$ cat src/rtl/dac_sample_scheduler.sv
// rtl/dac_sample_scheduler.sv - paces float32 samples into the DAC converter and retimes its result into a strobed DAC word

module dac_sample_fifo #(
    parameter int DEPTH = 8,
    parameter int WIDTH = 32,
    parameter int LW    = $clog2(DEPTH) + 1
) (
    input  logic             aclk,
    input  logic             aresetn,
    input  logic             push,
    input  logic [WIDTH-1:0] push_data,
    input  logic             pop,
    output logic [WIDTH-1:0] head,
    output logic [LW-1:0]    level,
    output logic             full,
    output logic             empty
);
    localparam int AW = $clog2(DEPTH);

    logic [WIDTH-1:0] mem [DEPTH];
    logic [AW-1:0]    wr_ptr;
    logic [AW-1:0]    rd_ptr;

    assign head  = mem[rd_ptr];
    assign full  = (level == LW'(DEPTH));
    assign empty = (level == '0);

    // Callers gate push with !full and pop with !empty.
    always_ff @(posedge aclk or negedge aresetn) begin
        if (!aresetn) begin
            wr_ptr <= '0;
            rd_ptr <= '0;
            level  <= '0;
        end else begin
            if (push) wr_ptr <= wr_ptr + AW'(1);
            if (pop)  rd_ptr <= rd_ptr + AW'(1);
            case ({push, pop})
                2'b10:   level <= level + LW'(1);
                2'b01:   level <= level - LW'(1);
                default: level <= level;
            endcase
        end
    end

    always_ff @(posedge aclk) begin
        if (push) mem[wr_ptr] <= push_data;
    end
endmodule

module dac_sample_scheduler #(
    parameter int FIFO_DEPTH   = 8,
    parameter int PRIME_LEVEL  = 4,
    parameter int DIV_WIDTH    = 16,
    parameter int CONV_LATENCY = 4
) (
    input  logic                          aclk,
    input  logic                          aresetn,
    input  logic                          enable,
    input  logic [DIV_WIDTH-1:0]          rate_div,
    input  logic                          clr_stats,
    input  logic [31:0]                   s_tdata,
    input  logic                          s_tvalid,
    output logic                          s_tready,
    output logic [31:0]                   conv_float,
    input  logic [13:0]                   conv_data,
    output logic [13:0]                   dac_data,
    output logic                          dac_strobe,
    output logic [$clog2(FIFO_DEPTH):0]   fifo_level,
    output logic [15:0]                   underrun_cnt,
    output logic                          busy
);
    localparam int LW = $clog2(FIFO_DEPTH) + 1;

    typedef enum logic [1:0] {IDLE, PRIME, RUN} state_t;

    state_t                state;
    state_t                state_nxt;
    logic                  run;
    logic                  tick;
    logic                  push;
    logic                  pop;
    logic                  underrun;
    logic                  full;
    logic                  empty;
    logic                  prime_met;
    logic [31:0]           head;
    logic [DIV_WIDTH-1:0]  tick_cnt;
    // One extra stage: the tag reaches the top bit on the edge conv_data
    // becomes valid, so the DAC register captures on the following edge.
    logic [CONV_LATENCY:0] tag_line;

    assign s_tready = !full;
    assign push     = s_tvalid && !full;
    assign tick     = run && (tick_cnt >= rate_div);
    assign pop      = tick && !empty;
    assign underrun = tick && empty;

    // Priming looks at the occupancy this edge will produce, so the push
    // that reaches PRIME_LEVEL also moves the FSM to RUN.
    assign prime_met = (fifo_level + LW'(push)) >= LW'(PRIME_LEVEL);

    assign busy = (state != IDLE) || (|tag_line) || dac_strobe;

    dac_sample_fifo #(
        .DEPTH (FIFO_DEPTH),
        .WIDTH (32),
        .LW    (LW)
    ) u_fifo (
        .aclk      (aclk),
        .aresetn   (aresetn),
        .push      (push),
        .push_data (s_tdata),
        .pop       (pop),
        .head      (head),
        .level     (fifo_level),
        .full      (full),
        .empty     (empty)
    );

    always_ff @(posedge aclk or negedge aresetn) begin
        if (!aresetn) state <= IDLE;
        else          state <= state_nxt;
    end

    always_comb begin
        state_nxt = state;
        case (state)
            IDLE:    if (enable) state_nxt = PRIME;
            PRIME:   if (!enable) state_nxt = IDLE;
                     else if (prime_met) state_nxt = RUN;
            RUN:     if (!enable) state_nxt = IDLE;
            default: state_nxt = IDLE;
        endcase
    end

    // Ticks stop in the cycle enable drops, even before the FSM leaves RUN.
    always_comb begin
        run = 1'b0;
        case (state)
            RUN:     run = enable;
            default: run = 1'b0;
        endcase
    end

    // Holding the counter at rate_div outside RUN makes the first RUN cycle a tick.
    always_ff @(posedge aclk or negedge aresetn) begin
        if (!aresetn)                  tick_cnt <= '0;
        else if (!run)                 tick_cnt <= rate_div;
        else if (tick_cnt >= rate_div) tick_cnt <= '0;
        else                           tick_cnt <= tick_cnt + DIV_WIDTH'(1);
    end

    always_ff @(posedge aclk or negedge aresetn) begin
        if (!aresetn) begin
            conv_float <= 32'h0;
            tag_line   <= '0;
            dac_data   <= 14'h2000;
            dac_strobe <= 1'b0;
        end else begin
            if (tick) conv_float <= empty ? 32'h0 : head;
            tag_line   <= {tag_line[CONV_LATENCY-1:0], tick};
            dac_strobe <= tag_line[CONV_LATENCY];
            if (tag_line[CONV_LATENCY]) dac_data <= conv_data;
        end
    end

    always_ff @(posedge aclk or negedge aresetn) begin
        if (!aresetn)                                underrun_cnt <= '0;
        else if (clr_stats)                          underrun_cnt <= '0;
        else if (underrun && underrun_cnt != 16'hFFFF) underrun_cnt <= underrun_cnt + 16'd1;
    end
endmodule

$ cat config.mk
export PLATFORM = sky130hd
export DESIGN_NAME = dac_sample_scheduler
export DESIGN_NICKNAME = d
export VERILOG_FILES = /design/src/rtl/dac_sample_scheduler.sv
export SDC_FILE = /design/constraint.sdc
export NUM_CORES = 1
export LEC_CHECK = 0
export BUFFER_PORTS_ARGS = -buffer_cell sky130_fd_sc_hd__buf_4
export CAP_MARGIN = 20
export CORE_UTILIZATION = 45
export DETAILED_ROUTE_END_ITERATION = 10
export PLACE_DENSITY = 0.63
export SETUP_SLACK_MARGIN = 0.1
export SLEW_MARGIN = 20
export SYNTH_ARGS = -nofsm -noshare
export SYNTH_HDL_FRONTEND = slang
export SYNTH_SLANG_ARGS = --single-unit
export TNS_END_PERCENT = 100
$ cat constraint.sdc
create_clock -name aclk -period 6.9 [get_ports aclk]
set_clock_uncertainty 0.15 [all_clocks]
set_input_delay 1.38 -clock aclk [delete_from_list [all_inputs] [get_ports aclk]]
set_output_delay 1.38 -clock aclk [all_outputs]
set_load 0.1 [all_outputs]
==> results.sh <==
export IMPL_ys_ff_latch=352
export IMPL_grt_start_max_net_pins=60
export IMPL_wl_um=30200
export IMPL_coreArea_um2=31500
export IMPL_place_ws_ns=2.05
export IMPL_path_buf_inv=2
export IMPL_cts_setup_buffers=0
export IMPL_cts_max_level=2
export IMPL_period_share_pct=62.4
export IMPL_tightest_slew_ns=1.06
export IMPL_irDropWorstVdd_mv=0.256
export IMPL_clkTransAtPathRegs_ns=0.06
export IMPL_cts_root_buf="clkbuf_16"
export IMPL_routedWlPerCell_um=21.2
export IMPL_cts_tree="yes"
export IMPL_seq_area_um2=10100
export IMPL_synth_seq_area_share_pct=70.2
export IMPL_rsz0062_at_grt="no"
export IMPL_pwr_share_seq_pct=40.2
export IMPL_num_io_pins=136
export IMPL_cp_end_kind="register"
export IMPL_initial_core_util_pct=45.7
export IMPL_power_mw=7.29
export IMPL_grt_use_total_pct=19.0
export IMPL_grt_first_pass_wirelength_um=47500
export IMPL_cts_resized=0
export IMPL_drv_cap=0
export IMPL_critPathTopFamily="compound AO/OA/AOI/OAI gates"
export IMPL_swShare_pct=36.9
export IMPL_hold_viol=0
export IMPL_worst_ep_arrival_time_ns=4.54
export IMPL_synthArstFlopShare_pct=27.3
export IMPL_antenna_found_initial=1
export IMPL_crit_fanout=7
export IMPL_finalSetupViolCount=0
export IMPL_first_pass_iters=5
export IMPL_combPwrFrac_pct=32.8
export IMPL_syn_nets=930
export IMPL_p_int_mw=4.60
export IMPL_path_cells="buf_4 > ha_1 > nand2b_1 > a2111oi_0 > o21ai_1 > a2111o_1 > nand3_1 > inv_1 > ha_1 > xor2_1 > ha_1 > a21oi_1 > xor2_1 > nor2_1 > xor2_1"
export IMPL_crit_slowest_cell="a2111o_1"
export IMPL_insertion_delay_ns=0.52
export IMPL_worst_setup_path_type="in -> reg"
export IMPL_synth_cell_types=49
export IMPL_slowest_delay_ns=0.58
export IMPL_p_per_area_nw_per_um2=425
export IMPL_timing_final_crit_period_ns=4.30
export IMPL_routabilityCongestion=0.787
export IMPL_postCtsHoldBufs=0
export IMPL_power_switching_mw=2.69
export IMPL_multi_input_area_um2=4070
export IMPL_synth_edff_count=256
export IMPL_p_clk_share_pct=27.0
export IMPL_drive_gt1_share_pct=30.7
export IMPL_avgSynthCellArea_um2=17.1
export IMPL_die_width_um=181
export IMPL_placed_area_um2=16000
export IMPL_fmax_ghz=0.232
export IMPL_worst_slack_ns=2.60
export IMPL_die_y_um=181
export IMPL_cts_sinks=352
export IMPL_drc_errors=0
export IMPL_mappedNetlistArea_um2=14400
export IMPL_hold_class="reg -> reg"
export IMPL_overflow=0
export IMPL_via_per_inst=5.56
export IMPL_grt_pass1_vias=8197
export IMPL_worstSetupStartpointType="input port"
export IMPL_ys_warn_count=0
export IMPL_drtIter0Drc=505
export IMPL_relSlewSlack_pct=28.5
export IMPL_die_area_um2=32700
export IMPL_clockBufferDepth=3
export IMPL_design_area_um2=17200
export IMPL_p_leak_nw=6.22
export IMPL_ys_flop_type="edfxtp_1"
export IMPL_antenna_left=0
export IMPL_cp_required_ns=7.14
export IMPL_synth_cells=840
export IMPL_dpl_hpwl_um=17900
export IMPL_num_rows=65
export IMPL_via_count=7922
export IMPL_nFillCells=2489
export IMPL_fin_nets=1083
export IMPL_numCtsBuffers=38
export IMPL_status="complete, no violations"
export IMPL_slew_viol_final=0
export IMPL_syn_to_final_growth_pct=19.3
export IMPL_tns_ns=0
export IMPL_portBuffers=135
[layout by cell type, fill, tap and decap left out, types with 11 or more instances in the layout]
cell type / instances
o31ai_1: 37
buf_4: 160
dfrtp_1: 92
xnor2_1: 13
nor2_1: 16
nand3_1: 32
nand2_1: 18
a21oi_1: 18
inv_1: 22
clkbuf_1: 17
ha_1: 23
mux2_2: 21
edfxtp_1: 256
mux2i_1: 33
nand4_1: 11
o21ai_0: 52
mux4_2: 64
clkbuf_16: 38
[state kept, by name (all words and copies together) (netlist names), 2 cells and up]
| name | count |
|---|---|
| u_fifo.rd_ptr | 3 |
| u_fifo.wr_ptr | 3 |
| underrun_cnt | 16 |
| u_fifo.level | 4 |
| state | 2 |
| tag_line | 5 |
| tick_cnt | 16 |
| conv_float | 32 |
| dac_data | 14 |
| u_fifo.mem | 256 |
[synth_stat cells (6+ instances only)]
library cell	count	share of area, %
o31ai_1	37	1.9
a21oi_1	18	0.63
ha_1	23	2.0
nand3_1	32	1.1
inv_1	22	0.57
clkbuf_1	34	0.89
mux4_2	64	10
o21ai_0	52	1.8
mux2_2	21	1.6
xor2_1	10	0.61
nor2_1	17	0.44
buf_2	7	0.24
dfrtp_1	95	17
edfxtp_1	256	53
xnor2_1	13	0.79
nand4_1	11	0.48
nand2_1	18	0.47
nor4_1	6	0.26
mux2i_1	33	2.3
nor3_1	10	0.35
[cell type report]
| class | instances | area share (%) |
|---|---|---|
| diodes | 1 | 0.0146 |
| clock buffers | 58 | 6.15 |
| clock inverters | 12 | 0.897 |
| inverters | 22 | 0.481 |
| multi-input cells | 419 | 23.7 |
| flip-flops and latches | 352 | 58.8 |
| well taps | 402 | 2.93 |
| repair buffers | 160 | 7.00 |
[per-stage QoR]
step                hold slack [ns]  std cells  utilization [%]
finish                        0.223       1426             54.5
global route                  0.245       1425             54.5
CTS                           0.224       1425             54.5
detailed placement            0.213       1355             50.7
global placement              0.207       1355             50.7
floorplan                     0.202        840                -
[kinds of logic (layout without fill, tap and decap cells)]
logic type,count (synthesis),after routing,share of synthesized area (%)
AO/OA/AOI/OAI,125,125,5.61
other,0,1,0
adder cells (fa/ha/maj),23,23,2.00
multiplexers,118,118,14.0
flip-flops,352,352,70.2
buffers and inverters,69,252,1.91
XOR/XNOR,23,23,1.40
AND/OR/NAND/NOR,130,130,4.95
[worst reg2reg max path: cells and delay by family (launching register included)]
kind,cells,cell delay [ns]
AOI/OAI and AO/OA,4,1.40
adders and majority gates,3,0.69
xor gates and xnor gates,3,0.47
DFF,1,0.46
and+or+nand+nor,3,0.40
buffers and inverters,2,0.16
[metal layers]
| layer | global-route usage (%) | routed length, um |
|---|---|---|
| met2 | 31.0 | 14400 |
| met1 | 26.5 | 13600 |
| met3 | 3.83 | 1710 |
| met4 | 4.38 | 516 |
| met5 | 0 | 0 |
[power by group through the flow]
stage	Sequential, mW	Combinational, mW	Clock [mW]
after floorplan	3.71	1.05	0
after global placement	2.97	2.41	0
after detailed placement	2.98	2.42	0
after CTS	2.94	2.42	2.02
after global routing	2.98	2.53	2.10
final	2.93	2.39	1.97
[path summary, 6_finish.rpt]
kind                               endpoint  slack [ns]  cells past startpoint        start
min                             tag_line[4]        0.22                      0  tag_line[3]
max reg2reg                 u_fifo.level[2]        3.06                     15  tick_cnt[0]
min in group asynchronous       tick_cnt[9]        0.80                      1      aresetn
max                         u_fifo.level[2]        2.60                     15  rate_div[0]
max in group asynchronous  u_fifo.rd_ptr[0]        4.65                      2      aresetn
min reg2reg                     tag_line[4]        0.22                      0  tag_line[3]
Power figures use the tool's default switching activity.
